<file path="src/rtl/bypass_select_ctrl.sv">
// Bypass select controller: tracks producer tags through EX/MA and emits registered
// per-source-slot bypass selects that line up with the bypass network's data stages.
module bypass_select_ctrl #(
   parameter int INT_LANES = 2,
   parameter int MEM_LANES = 2,
   parameter int SRC_NUM   = 8,
   parameter int PREG_W    = 7,
   parameter int LANE_W    = 1
) (
   input  logic                          clk,
   input  logic                          rst,
   input  logic                          stall,
   input  logic                          clear,
   input  logic [INT_LANES-1:0]          int_dst_valid,
   input  logic [INT_LANES*PREG_W-1:0]   int_dst_preg,
   input  logic [MEM_LANES-1:0]          mem_dst_valid,
   input  logic [MEM_LANES*PREG_W-1:0]   mem_dst_preg,
   input  logic [SRC_NUM-1:0]            src_valid,
   input  logic [SRC_NUM*PREG_W-1:0]     src_preg,
   output logic [SRC_NUM-1:0]            sel_valid,
   output logic [SRC_NUM*2-1:0]          sel_stg,
   output logic [SRC_NUM*LANE_W-1:0]     sel_lane
);

   localparam logic [1:0] STG_INT_EX = 2'd0;
   localparam logic [1:0] STG_INT_WB = 2'd1;
   localparam logic [1:0] STG_MEM_MA = 2'd2;
   localparam logic [1:0] STG_MEM_WB = 2'd3;

   // WB-stage tags are never compared (their data comes from the register file
   // by then), so only the EX/MA tag stage is kept.
   logic [INT_LANES-1:0]        r_int_ex_vld;
   logic [INT_LANES*PREG_W-1:0] r_int_ex_preg;
   logic [MEM_LANES-1:0]        r_mem_ma_vld;
   logic [MEM_LANES*PREG_W-1:0] r_mem_ma_preg;

   logic [SRC_NUM-1:0]          r_sel_valid;
   logic [SRC_NUM*2-1:0]        r_sel_stg;
   logic [SRC_NUM*LANE_W-1:0]   r_sel_lane;

   logic [SRC_NUM-1:0]          w_sel_valid;
   logic [SRC_NUM*2-1:0]        w_sel_stg;
   logic [SRC_NUM*LANE_W-1:0]   w_sel_lane;

   for (genvar j = 0; j < SRC_NUM; j++) begin : g_slot
      logic              w_vld;
      logic [1:0]        w_stg;
      logic [LANE_W-1:0] w_lane;
      logic [PREG_W-1:0] w_src;

      assign w_src = src_preg[j*PREG_W +: PREG_W];

      // Scan from lowest to highest priority, descending lanes, so the last hit
      // written is the newest producer on the lowest lane.
      always_comb begin
         w_vld  = 1'b0;
         w_stg  = STG_INT_EX;
         w_lane = '0;
         if (src_valid[j]) begin
            for (int i = MEM_LANES-1; i >= 0; i--) begin
               if (r_mem_ma_vld[i] && r_mem_ma_preg[i*PREG_W +: PREG_W] == w_src) begin
                  w_vld  = 1'b1;
                  w_stg  = STG_MEM_WB;
                  w_lane = LANE_W'(i);
               end
            end
            for (int i = INT_LANES-1; i >= 0; i--) begin
               if (r_int_ex_vld[i] && r_int_ex_preg[i*PREG_W +: PREG_W] == w_src) begin
                  w_vld  = 1'b1;
                  w_stg  = STG_INT_WB;
                  w_lane = LANE_W'(i);
               end
            end
            for (int i = MEM_LANES-1; i >= 0; i--) begin
               if (mem_dst_valid[i] && mem_dst_preg[i*PREG_W +: PREG_W] == w_src) begin
                  w_vld  = 1'b1;
                  w_stg  = STG_MEM_MA;
                  w_lane = LANE_W'(i);
               end
            end
            for (int i = INT_LANES-1; i >= 0; i--) begin
               if (int_dst_valid[i] && int_dst_preg[i*PREG_W +: PREG_W] == w_src) begin
                  w_vld  = 1'b1;
                  w_stg  = STG_INT_EX;
                  w_lane = LANE_W'(i);
               end
            end
         end
      end

      assign w_sel_valid[j]                   = w_vld;
      assign w_sel_stg[j*2 +: 2]              = w_stg;
      assign w_sel_lane[j*LANE_W +: LANE_W]   = w_lane;
   end

   // Stall freezes tags and selects in lock-step with the network data stages.
   always_ff @(posedge clk) begin
      if (rst || clear) begin
         r_int_ex_vld <= '0;
         r_mem_ma_vld <= '0;
         r_sel_valid  <= '0;
         r_sel_stg    <= '0;
         r_sel_lane   <= '0;
      end else if (!stall) begin
         r_int_ex_vld  <= int_dst_valid;
         r_int_ex_preg <= int_dst_preg;
         r_mem_ma_vld  <= mem_dst_valid;
         r_mem_ma_preg <= mem_dst_preg;
         r_sel_valid   <= w_sel_valid;
         r_sel_stg     <= w_sel_stg;
         r_sel_lane    <= w_sel_lane;
      end
   end

   assign sel_valid = r_sel_valid;
   assign sel_stg   = r_sel_stg;
   assign sel_lane  = r_sel_lane;

endmodule

</file>
<file path="config.mk">
export PLATFORM = sky130hd
export DESIGN_NAME = bypass_select_ctrl
export DESIGN_NICKNAME = d
export VERILOG_FILES = /design/src/rtl/bypass_select_ctrl.sv
export SDC_FILE = /design/constraint.sdc
export NUM_CORES = 1
export LEC_CHECK = 0
export CAP_MARGIN = 40
export CORE_MARGIN = 1
export CORE_UTILIZATION = 56
export CTS_CLUSTER_DIAMETER = 120
export CTS_CLUSTER_SIZE = 30
export DETAILED_ROUTE_END_ITERATION = 10
export PLACE_DENSITY_LB_ADDON = 0.08
export RECOVER_POWER = 25
export SYNTH_ARGS = -nofsm -noshare
export SYNTH_HDL_FRONTEND = slang
export SYNTH_SLANG_ARGS = --single-unit
</file>
<file path="constraint.sdc">
create_clock -name clk -period 3.9 [get_ports clk]
set_clock_uncertainty 0.2 [all_clocks]
set_input_delay 0.975 -clock clk [delete_from_list [all_inputs] [get_ports clk]]
set_output_delay 0.975 -clock clk [all_outputs]
set_load 0.01 [all_outputs]
</file>
==> impl_metrics.csv <==
group,metric,value,unit
timing,worstMarginPinSlew,0.821,ns
detailed_routing,vias_per_cell,6.25,
clocking,clock_sinks,64,
grt,grt.busiest_layer,"met2",
outcome,violations,"design-rule violations",
layout,area_growth_syn_to_layout,15.0,%
floorplan,die_y,125,um
timing,min_period,3.17,ns
logic_synthesis,yosysUniqueCellTypes,42,
hold_path,hp-class,"reg -> reg",
power_and_ir_drop,clkPwrFrac,0.341,
clocking,clockRootBuffer,"clkbuf_16",
floorplan,fp.dieW,125,um
timing,final.period_utilization,0.812,
logic_synthesis,synth.cell_area,0.00845,mm2
detailed_routing,drt_wl_total,28900,um
logic_synthesis,yosysWarnings,0,
critical_path,r2r_slack,1.60,ns
grt,antenna_found_initial,0,
logic_synthesis,synth-compound-area-share,0.0656,
critical_path,cp.required,3.95,ns
critical_path,worstPathCellList,"dlygate4sd3_1, xnor2_1, nand4_1, nor2_1, inv_1, a221o_1, a211oi_1",
timing,slew_headroom,0.452,
grt,grt_max_degree,33,
critical_path,reg2reg_depth,6,
power_and_ir_drop,switching_power,0.000815,W
power_and_ir_drop,leakage,2.85,nW
logic_synthesis,synthMuxAreaShare,0.00474,
logic_synthesis,ys_async_sr_fraction,0,
critical_path,critPathBufInv,2,
clocking,cts_tree,"done",
power_and_ir_drop,powerDensity,249,mW/mm2
floorplan,std_cell_rows,44,
critical_path,arrival,3.22,ns
clocking,clk_latency,0.35,ns
grt,grt_use_met2,0.621,
power_and_ir_drop,swShare,0.336,
placement,io_buffers,131,
timing,drv_slew,0,
logic_synthesis,yosysSeqAreaShare,0.185,
layout,antenna_cells,0,
logic_synthesis,synth_edf_count,28,
clocking,clkTransAtPathRegs,0.06,ns
critical_path,criticalPathCategory,"in -> reg",
power_and_ir_drop,ir_worst_vdd,213,uV
layout,fin_nets,1147,
critical_path,cp_slowest_cell,"dlygate4sd3_1",
grt,grt_pass1_vias,7671,
logic_synthesis,synth_top_family_by_area,"XOR/XNOR gates",
layout,stdcell_area,0.00972,mm2
logic_synthesis,synthSimpleGateAreaFrac,0.190,
critical_path,path_depth,7,
placement,postPlaceCellArea,0.00944,mm2
logic_synthesis,syn_nets,1109,
grt,grt_pass1_wl,44400,um
power_and_ir_drop,seq_power_share,0.328,
floorplan,pin_count,132,
clocking,cts_buffers,9,
clocking,postCtsHoldBufs,0,
clocking,cts.repair_timing.setup_buffer_count,0,
power_and_ir_drop,p_comb_frac,0.332,
timing,setup-violations-final,0,
detailed_routing,vias,7725,
logic_synthesis,syn_avg_cell_area,8.38,um2
layout,drive_gt1_frac,0.0475,
grt,gr-usage-met3,0.0644,
logic_synthesis,synthCells,1009,
grt,grt_util_all_layers,0.377,
clocking,cts-htree-levels,3,
logic_synthesis,synthXorXnorAreaFrac,0.465,
hold_path,hold_depth,1,
critical_path,cp-start-kind,"input port",
logic_synthesis,synth-adder-area-share,0,
critical_path,slowest_delay,1.02,ns
job,maxCapViolations,0,
critical_path,cp_top_family,"buffers and inverters",
floorplan,start_util,0.577,
detailed_routing,first_pass_iters,8,
clocking,clk_path_buf_depth,2,
detailed_routing,remaining_drc_errors,12,
clocking,cts_resized,0,
placement,routabilityCongestion,0.999,
detailed_routing,routedWlPerCell,23.4,um
layout,final_cell_mix,"400 x xnor2_1, 136 x nand4_1, 103 x nor2_1, 103 x clkdlybuf4s50_1, 47 x xor2_1",
critical_path,cp_max_fo,9,
placement,dpl.hpwl,21600,um
layout,mostFrequentLayoutCell,"xnor2_1",
detailed_routing,ant_nets,0,
layout,final_util,0.664,
power_and_ir_drop,power,0.00242,W
floorplan,coreArea,0.0146,mm2
grt,met1_usage,0.458,
grt,overflow,0,
critical_path,endpoint_kind,"flop",
detailed_routing,drtIter0Drc,727,
timing,grt_setup_unrepaired,"false",
floorplan,fp.dieArea,0.0156,mm2
timing,final_hold_viol_count,0,
outcome,status,"finished, violations left",
timing,max_freq,0.316,GHz
power_and_ir_drop,internal_power,0.00161,W
logic_synthesis,ys.flop_type,"dfxtp_1",
logic_synthesis,ys_seq_elements,64,
timing,fin_tns_setup,0,ns
==> worst register-to-register path, delay by kind of cell (launching register included) <==
family                    cells  cell delay, ns
DFF                           1            0.76
and+or+nand+nor               2            0.27
xor gates and xnor gates      1            0.19
AOI/OAI and AO/OA             3            0.78
==> layer usage <==
metal  up-vias  wire length [um]
li1       3480                 -
met4         0              1770
met2       458             13400
met3       118              2610
met5         -                 0
met1      3669             11100
==> flip-flops by register name (all words and copies together), names as in the netlist <==
register,cells
r_int_ex_preg,14
r_int_ex_vld,2
r_mem_ma_vld,2
sel_stg,16
sel_lane,8
r_mem_ma_preg,14
sel_valid,8
==> area by class of cell <==
cell class | instances | area [um2]
inverters | 1 | 3.75
clock inverters | 5 | 58.8
flip-flops and latches | 64 | 1560
clock buffers | 11 | 233
multi-input cells | 817 | 6140
well taps | 184 | 230
fillers | 1263 | 4920
repair buffers | 154 | 1500
==> stage by stage <==
step	worst slack, ns	hold slack, ns	cells
floorplan	0.490	0.310	1009
detailed placement	0.513	0.257	1220
CTS	0.877	0.270	1236
global route	0.658	0.282	1236
global placement	0.547	0.253	1219
finish	0.731	0.266	1236
==> cell usage after synthesis (2+ instances only) <==
cell type	count	area [um2]
nor4_1	8	50.1
nand2_1	9	33.8
o31ai_1	8	60.1
o21a_1	4	30.0
clkbuf_1	11	41.3
and3_1	3	18.8
nor2b_4	3	41.3
o311ai_0	2	17.5
and3_4	5	56.3
buf_2	90	450
a22o_1	8	70.1
mux2i_1	4	40.0
nor2b_1	8	50.1
a32o_1	14	140
xor2_1	47	412
a211o_1	4	35.0
dfxtp_1	36	721
nor2_4	2	22.5
o21ai_0	7	35.0
buf_4	9	67.6
edfxtp_1	28	841
a32o_2	2	22.5
a21oi_1	10	50.1
and2_1	5	31.3
nor2_1	104	390
xnor2_1	400	3500
buf_6	16	180
a211oi_1	7	52.6
nand4_1	136	851
nor3_1	7	35.0
==> power groups by stage <==
| stage | clock [W] | combinational (W) | sequential [W] |
|---|---|---|---|
| 2_1_floorplan | 0 | 0.000661 | 0.000734 |
| 3_3_place_gp | 0 | 0.000785 | 0.000803 |
| 3_5_place_dp | 0 | 0.000798 | 0.000803 |
| 4_1_cts | 0.000839 | 0.000802 | 0.000789 |
| 5_1_grt | 0.000863 | 0.000860 | 0.000793 |
| 6_report | 0.000826 | 0.000804 | 0.000794 |
==> path summary, 6_finish.rpt <==
kind	startpoint	to
min	sel_stg[6]$_SDFFE_PP0N_	sel_stg[6]$_SDFFE_PP0N_
min reg2reg	sel_stg[6]$_SDFFE_PP0N_	sel_stg[6]$_SDFFE_PP0N_
max reg2reg	r_mem_ma_preg[8]$_DFFE_PP_	sel_lane[1]$_SDFFE_PP0N_
max	mem_dst_preg[7]	sel_lane[1]$_SDFFE_PP0N_
==> cell families (layout without fill, tap and decap cells) <==
group | Yosys count | after routing
xor gates and xnor gates | 448 | 448
AOI/OAI and AO/OA | 71 | 71
and+or+nand+nor | 294 | 294
DFF | 64 | 64
muxes | 4 | 4
buffers and inverters | 128 | 171
Note: power is estimated with default switching activity, not from simulation.
